$ cat src/rtl/irq_controller.sv
// irq_controller: prioritised edge/level interrupt controller with memory-mapped pending/enable/ctrl registers
module irq_controller #(
    parameter int                 NUM_SRC   = 8,
    parameter int                 VEC_W     = 4,
    parameter logic [NUM_SRC-1:0] EDGE_MASK = {NUM_SRC{1'b1}},
    parameter logic [63:0]        ADDR_BASE = 64'h8000_0020
) (
    input  logic               clk,
    input  logic               reset_n,
    input  logic [NUM_SRC-1:0] irq_src,
    input  logic [63:0]        bus_address,
    input  logic [63:0]        bus_write_data,
    input  logic               bus_write_enable,
    input  logic               bus_read_enable,
    output logic [63:0]        bus_read_data,
    output logic               bus_selected,
    output logic [VEC_W-1:0]   interrupt_vector,
    input  logic               interrupt_done
);
    typedef enum logic [1:0] {IDLE, ACTIVE, GAP} state_e;

    state_e             state_q;
    logic [NUM_SRC-1:0] sync1_q, sync2_q, prev_q, pending_q, enable_q;
    logic [NUM_SRC-1:0] pending_d, enable_d, rise, w1c, done_clr;
    logic               gie_q, gie_d, wr;
    logic [VEC_W-1:0]   vector_q, insvc_q, cand_idx;
    logic               cand_vld;
    logic [63:0]        off;
    logic               unused_bits;

    assign off              = bus_address - ADDR_BASE;
    assign unused_bits      = ^{off[63:4], bus_write_data[63:NUM_SRC]};
    assign interrupt_vector = vector_q;

    always_comb begin
        bus_selected = (bus_address >= ADDR_BASE) && (bus_address < ADDR_BASE + 64'd16);
        wr           = bus_write_enable && bus_selected;
        rise         = sync2_q & ~prev_q;
        w1c          = (wr && off[3:0] == 4'h0) ? bus_write_data[NUM_SRC-1:0] : '0;
        done_clr     = (state_q == ACTIVE && interrupt_done) ? (NUM_SRC'(1) << insvc_q) : '0;
        // a fresh edge beats any clear landing in the same cycle
        pending_d    = (((pending_q & ~(w1c | done_clr)) | rise) & EDGE_MASK) | (sync2_q & ~EDGE_MASK);
        enable_d     = (wr && off[3:0] == 4'h4) ? bus_write_data[NUM_SRC-1:0] : enable_q;
        gie_d        = (wr && off[3:0] == 4'h8) ? bus_write_data[0] : gie_q;
        bus_read_data = !(bus_selected && bus_read_enable) ? 64'd0 :
                        off[3:0] == 4'h0 ? 64'(pending_q) :
                        off[3:0] == 4'h4 ? 64'(enable_q) :
                        off[3:0] == 4'h8 ? 64'(gie_q) :
                        off[3:0] == 4'hC ? 64'(vector_q) : 64'd0;
    end

    always_comb begin
        cand_vld = 1'b0;
        cand_idx = '0;
        for (int i = NUM_SRC - 1; i >= 0; i--) begin
            if (pending_q[i] && enable_q[i]) begin
                cand_vld = 1'b1;
                cand_idx = VEC_W'(i);
            end
        end
    end

    always_ff @(posedge clk) begin
        if (!reset_n) begin
            sync1_q   <= '0;
            sync2_q   <= '0;
            prev_q    <= '0;
            pending_q <= '0;
            enable_q  <= '1;
            gie_q     <= 1'b1;
        end else begin
            sync1_q   <= irq_src;
            sync2_q   <= sync1_q;
            prev_q    <= sync2_q;
            pending_q <= pending_d;
            enable_q  <= enable_d;
            gie_q     <= gie_d;
        end
    end

    always_ff @(posedge clk) begin
        if (!reset_n) begin
            state_q  <= IDLE;
            vector_q <= '0;
            insvc_q  <= '0;
        end else begin
            case (state_q)
                IDLE: if (gie_q && cand_vld) begin
                    vector_q <= cand_idx + 1'b1;
                    insvc_q  <= cand_idx;
                    state_q  <= ACTIVE;
                end
                ACTIVE: if (interrupt_done) begin
                    vector_q <= '0;
                    state_q  <= GAP;
                end
                default: state_q <= IDLE;
            endcase
        end
    end
endmodule
$ cat config.mk
export PLATFORM = sky130hd
export DESIGN_NAME = irq_controller
export DESIGN_NICKNAME = d
export VERILOG_FILES = /design/src/rtl/irq_controller.sv
export SDC_FILE = /design/constraint.sdc
export NUM_CORES = 1
export LEC_CHECK = 0
export CAP_MARGIN = 30
export CORE_ASPECT_RATIO = 0.75
export CORE_MARGIN = 1.5
export CORE_UTILIZATION = 34
export CTS_CLUSTER_SIZE = 20
export DETAILED_ROUTE_END_ITERATION = 6
export GPL_TIMING_DRIVEN = 0
export PLACE_DENSITY = 0.82
export RECOVER_POWER = 25
export SLEW_MARGIN = 20
export SYNTH_ARGS = -nofsm -noshare
export SYNTH_HDL_FRONTEND = slang
export SYNTH_SLANG_ARGS = --single-unit
$ cat constraint.sdc
create_clock -name clk -period 2.1 [get_ports clk]
set_input_delay 0.21 -clock clk [delete_from_list [all_inputs] [get_ports clk]]
set_output_delay 0.21 -clock clk [all_outputs]
set_load 0.05 [all_outputs]
==> results.json, run 1 <==
{
  "n_antenna_cell": 0,
  "cts_sinks": 50,
  "ios": 210,
  "fin_crit_sh": 0.982,
  "grt.overflow.total": 0,
  "async_flop_share": 0,
  "drt-initial-drc-count": 127,
  "finalMaxSlewViolations": 0,
  "cts_made_buffers": 5,
  "drc_errors": 0,
  "synthAdderAreaFrac": 0.00461,
  "power_density_nw_per_um2": 572,
  "rows": 27,
  "start_kind": "primary input",
  "final_cell_mix": "buf_4 (61), conb_1 (56), dfxtp_1 (50)",
  "multi_input_area_sq_um": 1560,
  "grtUsageMet2": 0.309,
  "vdd_drop_max_uv": 287,
  "cts_tree": "done",
  "drt_wl_total_um": 7920,
  "drive_gt1_frac": 0.343,
  "hp-class": "in -> reg",
  "fmaxAchievable_mhz": 485,
  "synth_cell_type_count": 50,
  "final-instance-count-excl-fill": 576,
  "synth_area_sq_um": 2710,
  "mostFrequentLayoutCell": "buf_4",
  "maxSlewHeadroom": 0.657,
  "vias": 2707,
  "grt.busiest_layer": "met2",
  "synth-simple-area-share": 0.245,
  "end_kind": "output port",
  "fin_nets": 616,
  "track_usage": 0.179,
  "coreArea_sq_um": 7530,
  "post-route-min-period_ns": 2.06,
  "p_leak_nw": 1.86,
  "max_slew.worst_pin.slew_ns": 0.513,
  "synth-compound-area-share": 0.156,
  "worstPathRequired_ns": 1.89,
  "synth_top_family_by_area": "simple AND/OR/NAND/NOR gates",
  "use_met3": 0.0552,
  "status": "completed",
  "crit_type": "in -> out",
  "regArea_sq_um": 1000,
  "yosysWarnings": 0,
  "cts_buffer_depth": 2,
  "hpwlAfterDp_um": 6190,
  "grt_start_max_net_pins": 17,
  "grt_util_met1": 0.220,
  "finalSetupViolations": 0,
  "antenna_left": 0,
  "arrival_ns": 1.85,
  "die_w_um": 106,
  "dp_cells": 565,
  "start_util": 0.360,
  "maxCapViolations": 0,
  "synth_area_per_cell_sq_um": 8.61,
  "synthXorXnorAreaFrac": 0.00323,
  "clk_latency_ns": 0.31,
  "synth_ff_type": "dfxtp_1",
  "seq_area_frac_synth": 0.369,
  "grt_pass1_wl_um": 12100,
  "dr.pass1.iters": 5,
  "grt_pass1_vias": 2546,
  "viasPerCell": 4.70,
  "dieArea_sq_um": 8520,
  "ys_seq_elements": 50,
  "synthMuxAreaShare": 0.0125,
  "die_y_um": 80.3,
  "cts_root_buf": "clkbuf_8",
  "final_hold_viol_count": 0,
  "cp_max_fo": 8,
  "syn_inst": 315,
  "antenna_found_initial": 0,
  "synth_edf_count": 0,
  "fillCellCount": 684,
  "grt_setup_unrepaired": "true",
  "ctsHtreeMaxLevel": 2,
  "wire_per_inst_um": 13.7,
  "hold_buffers": 0,
  "gp_congestion": 0.891,
  "io_buffers": 94,
  "synthToLayoutAreaGrowth_pct": 53.5,
  "clk_pin_slew_ns": 0.09,
  "worst_clock_skew_ns": 0.00809,
  "power.total_mw": 2.38
}
## report_power, final
| part | internal [mW] | leakage [nW] | switching, mW |
|---|---|---|---|
| registers | 0.999 | 0.410 | 0.0375 |
| clock network | 0.271 | 0.0478 | 0.329 |
| logic | 0.284 | 1.40 | 0.462 |
| total | 1.55 | 1.86 | 0.828 |
## per-stage QoR
step	setup TNS [ns]	worst slack [ns]	instance area [sq um]	hold WS (ns)	util
4_1_cts	-0.158	-0.0301	4090	0.365	0.543
2_1_floorplan	-0.923	-0.132	2950	0.332	-
5_1_grt	-0.263	-0.0545	4160	0.390	0.552
3_3_place_gp	-18.47	-1.35	4010	0.409	0.533
3_5_place_dp	-18.79	-1.39	4010	0.415	0.533
6_report	0	0.0379	4160	0.366	0.552
## worst max-delay path: stages
cell	delay [ns]
clkdlybuf4s15_1	0.20
nor4b_4	0.22
nand4_1	0.18
or4_4	0.51
clkinv_4	0.11
nand2_8	0.10
a21oi_4	0.15
buf_8	0.16
## cell families after synthesis
group	after synthesis
and+or+nand+nor	114
xor gates and xnor gates	1
muxes	3
other	1
DFF	50
adders and majority gates	1
AOI/OAI and AO/OA	62
buffers and inverters	83
## layer usage
layer | up-vias | wire length, um
met5 | - | 0
met4 | 0 | 121
met3 | 15 | 814
met2 | 143 | 3850
met1 | 1212 | 3130
li1 | 1337 | -
## cell usage after synthesis (4+ instances only)
cell,n,area (sq um)
a31oi_1,8,50.1
buf_4,56,420
nand2_1,23,86.3
o22ai_1,8,50.1
nor4_1,21,131
nor2_1,15,56.3
o311ai_0,4,35.0
and4_2,7,70.1
inv_1,11,41.3
a21oi_1,7,35.0
and2_1,17,106
nand4_1,4,25.0
clkbuf_1,10,37.5
dfxtp_1,50,1000
a22oi_1,10,75.1
nand2b_1,5,31.3
nand3_1,6,30.0
o21ai_1,8,40.0
## worst paths after layout
kind,depth (start not counted),end,startpoint,slack [ns]
worst max-delay path,8,bus_read_data[0],bus_address[34],0.04
worst min register to register,1,pending_q[0],prev_q[0],0.43
worst max register to register,8,interrupt_vector[2],enable_q[6],0.21
worst min-delay path,3,pending_q[4],reset_n,0.37
## sequential cells by signal, summed over array words and instances (netlist names)
| signal | flops |
|---|---|
| sync2_q | 8 |
| prev_q | 8 |
| gie_q | 1 |
| state_q | 2 |
| pending_q | 8 |
| insvc_q | 3 |
| sync1_q | 8 |
| enable_q | 8 |
| interrupt_vector | 4 |
## cell type report
type	instances	share of cell area
buffer	69	0.118
clock buffer	6	0.0198
clock inverter	2	0.00391
inverter	12	0.0120
multi-input combinational	237	0.375
sequential	50	0.241
tap	101	0.0304
timing repair buffer	99	0.200
## what timing repair did
item | in CTS | in global routing
buffers inserted | 3 | 2
setup endpoints to repair | 26 | 10
endpoints found under the hold margin | 0 | 0
pin swaps | 20 | 13
gates resized for setup | 243 | 32
(Power assumes the default switching activity.)
==> inputs of run 2 (changes only) <==
RECOVER_POWER = unset   (was 25)
==> run 2 against run 1 <==
Effect of this change: clock skew grew 0.00096 ns; die area unchanged; core utilization unchanged; sequential power barely moved; register-to-register slack about the same; critical path depth did not move; via count rose by 0.18%; largest cell class unchanged.
==> results.json, run 2 (synthesis results as in run 1) <==
{
  "antenna_found_initial": 0,
  "worstPathRequired_ns": 1.89,
  "cts_root_buf": "clkbuf_8",
  "vias": 2712,
  "coreArea_sq_um": 7530,
  "rows": 27,
  "final_area_sq_um": 4160,
  "ctsHtreeMaxLevel": 2,
  "p_leak_nw": 1.86,
  "drive_gt1_frac": 0.343,
  "n_antenna_cell": 0,
  "grt.overflow.total": 0,
  "viasPerCell": 4.71,
  "fin_nets": 616,
  "synthToLayoutAreaGrowth_pct": 53.5,
  "die_w_um": 106,
  "vdd_drop_max_uv": 287,
  "hpwlAfterDp_um": 6190,
  "hp-class": "in -> reg",
  "cp_max_fo": 8,
  "mostFrequentLayoutCell": "buf_4",
  "path_buf_inv": 3,
  "place_area_sq_um": 4010,
  "die_y_um": 80.3,
  "slowest_stage": "or4_4",
  "final_hold_viol_count": 0,
  "track_usage": 0.179,
  "antenna_left": 0,
  "fmaxAchievable_mhz": 483,
  "drt-initial-drc-count": 129,
  "status": "completed",
  "grt_setup_unrepaired": "true",
  "maxSlewHeadroom": 0.657,
  "grt_start_max_net_pins": 17,
  "cts_sinks": 50,
  "drc_errors": 0,
  "drt_wl_total_um": 7910,
  "grt_pass1_wl_um": 12100,
  "start_util": 0.360,
  "dr.pass1.iters": 5,
  "grt_pass1_vias": 2546,
  "dieArea_sq_um": 8520,
  "hold_buffers": 0,
  "power_density_nw_per_um2": 573,
  "crit_family": "simple AND/OR/NAND/NOR gates",
  "finalSetupViolations": 0,
  "post-route-min-period_ns": 2.07,
  "cts_buffer_depth": 2,
  "wire_per_inst_um": 13.7,
  "clk_pin_slew_ns": 0.09,
  "cts_made_buffers": 5,
  "cts_tree": "done",
  "worst_clock_skew_ns": 0.00905,
  "crit_type": "in -> out",
  "utilization": 0.552,
  "fin_crit_sh": 0.987,
  "finalMaxSlewViolations": 0,
  "ios": 210,
  "start_kind": "primary input",
  "max_slew.worst_pin.slew_ns": 0.513,
  "holdWs_ns": 0.361,
  "critPathMaxStageDelay_ns": 0.59,
  "io_buffers": 94,
  "gp_congestion": 0.891,
  "path_cells": "clkdlybuf4s15_2 > a211oi_2 > nand4_1 > or4_4 > clkinv_4 > nand2_8 > a21oi_4 > buf_8",
  "end_kind": "output port",
  "final_cell_mix": "buf_4 (61), conb_1 (56), dfxtp_1 (50)",
  "clk_latency_ns": 0.31,
  "arrival_ns": 1.86,
  "maxCapViolations": 0
}
-- run 2: cell count changes in the layout (fill, tap and decap cells not counted) --
cell	delta
and2_0	-3
and2_1	+3
-- run 2: path summary, 6_finish.rpt --
check	from	endpoint	slack (ns)	cells after the start
worst max-delay path	bus_address[7]	bus_read_data[0]	0.03	8
worst min-delay path	reset_n	pending_q[4]	0.36	3
worst max register to register	enable_q[6]	interrupt_vector[2]	0.21	8
worst min register to register	prev_q[0]	pending_q[0]	0.43	1
-- run 2: power breakdown --
group	internal (mW)	switching, mW	total (mW)
clock network	0.271	0.330	0.601
registers	0.999	0.0375	1.04
logic	0.284	0.463	0.746
total	1.55	0.830	2.38
-- run 2: cell type report --
cell class                      count  area [sq um]
Buffer                             69           492
Clock buffer                        6          82.6
Inverter                           12          50.0
Fill cell                         684          3370
Clock inverter                      2          16.3
Multi-Input combinational cell    237          1560
Tap cell                          101           126
Timing Repair Buffer               99           833
Sequential cell                    50          1000
-- run 2: repair_timing --
action,4_1_cts,5_1_grt
buffers inserted,3,2
pin swaps,20,13
setup endpoints to repair,26,10
resized for setup,243,32
-- run 2: worst reg2reg max path: stages, from the launching register on --
cell and delay (ns):
dfxtp_1 0.40, nand2_1 0.07, a32o_1 0.27, a222oi_1 0.39
nor2_1 0.10, ha_1 0.22, xor2_1 0.16, nand2_1 0.07
a21oi_1 0.15
-- run 2: routing by layer --
layer / part of all wire / GRT usage
met1: 0.40 / 0.220
met5: 0 / 0
met4: 0.018 / 0.0392
met3: 0.098 / 0.0552
met2: 0.48 / 0.309
-- run 2: through the flow --
| step | setup TNS [ns] | total power [mW] | std cells | setup slack, ns |
|---|---|---|---|---|
| finish | 0 | 2.38 | 576 | 0.0277 |
| floorplan | -0.923 | 1.56 | 370 | -0.132 |
| global route | -0.263 | 2.49 | 576 | -0.0545 |
| CTS | -0.158 | 2.36 | 575 | -0.0301 |
| global placement | -18.47 | 1.78 | 565 | -1.35 |
| detailed placement | -18.79 | 1.80 | 565 | -1.39 |
==> inputs of run 3 (changes only) <==
CORE_UTILIZATION = 28   (was 34)
PLACE_DENSITY = 0.69   (was 0.82)
==> run 3 against run 2 <==
Effect of this change: final cell count up 5.4%; highest routed layer unchanged; critical endpoint unchanged; die area rose by 21%; first-iteration DRC count grew 39%; largest cell class unchanged; clock power increased by 47%; total power is 11% higher; worst hold slack better by 0.046 ns; design area up 2.0%; critical path type unchanged; flip-flop and latch count unchanged; clock-buffer cell count decreased by 1.
==> results.json, run 3 (synthesis results as in run 1) <==
{
  "fmaxAchievable_mhz": 483,
  "r2r_start": "pending_q[6]",
  "dieArea_sq_um": 10300,
  "grt_pass1_vias": 2474,
  "power_density_nw_per_um2": 626,
  "seqPwrFrac": 0.390,
  "clk_pin_slew_ns": 0.06,
  "fin_crit_sh": 0.985,
  "grt_start_max_net_pins": 16,
  "cts_made_buffers": 5,
  "p_clk_frac": 0.333,
  "fin_nets": 620,
  "maxSlewHeadroom": 0.660,
  "vdd_drop_max_uv": 402,
  "drive_gt1_frac": 0.336,
  "fillCellCount": 933,
  "hp-class": "in -> reg",
  "io_buffers": 94,
  "coreArea_sq_um": 9230,
  "grt.overflow.total": 0,
  "multi_input_area_sq_um": 1520,
  "worstPathRequired_ns": 1.89,
  "final_hold_viol_count": 0,
  "dr.pass1.iters": 4,
  "power_switching_uw": 822,
  "cts_buffer_depth": 2,
  "p_comb_frac": 0.277,
  "track_usage": 0.151,
  "n_antenna_cell": 0,
  "p_leak_nw": 1.89,
  "min_path_cells": 3,
  "hold_buffers": 0,
  "regArea_sq_um": 1000,
  "die_y_um": 88.2,
  "final_cell_mix": "buf_4 (65), conb_1 (56), dfxtp_1 (48)",
  "drt-initial-drc-count": 179,
  "worst_clock_skew_ns": 0.00185,
  "hpwlAfterDp_um": 6120,
  "arrival_ns": 1.86,
  "rrSetupSlack_ns": 0.15,
  "antenna_left": 0,
  "reg2reg_to": "interrupt_vector[2]",
  "worst_r2r_path_depth": 8,
  "rows": 30,
  "finalSetupViolations": 0,
  "whs_endpoint": "pending_q[3]",
  "status": "completed",
  "finalMaxSlewViolations": 0,
  "wire_per_inst_um": 12.9,
  "grt_pass1_wl_um": 12000,
  "p_int_mw": 1.83,
  "antenna_found_initial": 0,
  "crit_type": "in -> out",
  "ios": 210,
  "viasPerCell": 4.54,
  "grt_setup_unrepaired": "true",
  "die_w_um": 117,
  "tns_ns": 0,
  "post-route-min-period_ns": 2.07,
  "end_kind": "output port",
  "cts_sinks": 50,
  "start_util": 0.294,
  "final-instance-count-excl-fill": 607,
  "cp_max_fo": 8,
  "min-delay-start": "reset_n",
  "synthToLayoutAreaGrowth_pct": 56.5,
  "cts_root_buf": "clkbuf_16",
  "maxCapViolations": 0,
  "drt_wl_total_um": 7850,
  "vias": 2756,
  "gp_congestion": 0.852,
  "dp_cells": 592,
  "mostFrequentLayoutCell": "buf_4",
  "max_slew.worst_pin.slew_ns": 0.509,
  "swShare": 0.309,
  "drc_errors": 0,
  "ctsHtreeMaxLevel": 2,
  "cts_tree": "done",
  "utilization": 0.460,
  "clk_latency_ns": 0.28,
  "start_kind": "primary input"
}
[run 3: cell count changes in the layout (fill, tap and decap cells not counted), sizes merged]
cell           before  now
buf               108  104
bufinv              0    1
clkbuf             20   23
clkdlybuf4s15      15   21
clkdlybuf4s50      24   25
clkinv              1    3
clkinvlp            1    0
dlygate4sd2         6    4
dlymetal6s2s        1    0
inv                12   11
[run 3: how the worst max path moves through the flow]
stage / start / endpoint / depth (start not counted)
floorplan: bus_address[62] / bus_read_data[1] / 8
CTS: bus_address[8] / bus_read_data[0] / 9
global route: bus_address[20] / bus_read_data[0] / 8
detailed placement: bus_address[56] / bus_read_data[5] / 10
global placement: bus_address[21] / bus_read_data[0] / 10
finish: bus_address[26] / bus_read_data[0] / 8
[run 3: final cells by class]
| cell class | instances | area share |
|---|---|---|
| timing repair buffer | 103 | 0.202 |
| sequential | 50 | 0.236 |
| buffer | 69 | 0.114 |
| clock inverter | 3 | 0.00943 |
| inverter | 12 | 0.0118 |
| clock buffer | 5 | 0.0295 |
| tap | 128 | 0.0377 |
| multi-input combinational | 237 | 0.358 |
[run 3: timing repair]
action                     4_1_cts  5_1_grt
pin swaps                       25       14
gates resized for setup        224       29
setup endpoints to repair       10       10
setup buffers                    5        4
[run 3: through the flow]
| step | hold WS (ns) | power (mW) | worst slack [ns] | cell area, sq um |
|---|---|---|---|---|
| 2_1_floorplan | 0.332 | 1.56 | -0.132 | 2950 |
| 3_3_place_gp | 0.414 | 1.80 | -1.18 | 4050 |
| 3_5_place_dp | 0.418 | 1.80 | -1.22 | 4050 |
| 4_1_cts | 0.410 | 2.67 | -0.0387 | 4220 |
| 5_1_grt | 0.438 | 2.77 | -0.0290 | 4240 |
| 6_report | 0.407 | 2.66 | 0.0309 | 4240 |
[run 3: power by group through the flow]
stage | Combinational (mW) | Clock [mW] | Sequential [mW]
after floorplan | 0.478 | 0 | 1.08
after global placement | 0.740 | 0 | 1.06
after detailed placement | 0.745 | 0 | 1.06
after CTS | 0.722 | 0.908 | 1.04
after global routing | 0.787 | 0.942 | 1.04
final | 0.735 | 0.885 | 1.04
[run 3: per-layer routing]
layer,up-vias,routed length [um],global-route usage
met2,148,3800,0.251
met5,-,0,0
met1,1247,3230,0.202
met3,8,749,0.0295
li1,1353,-,-
met4,0,64,0.0438
[run 3: worst max-delay path, cell delays in order]
cell             delay (ns)
clkdlybuf4s15_1        0.16
nor4_1                 0.22
nand4_1                0.12
or4_4                  0.61
clkinv_4               0.11
nand2_8                0.11
a21oi_4                0.14
buf_6                  0.17
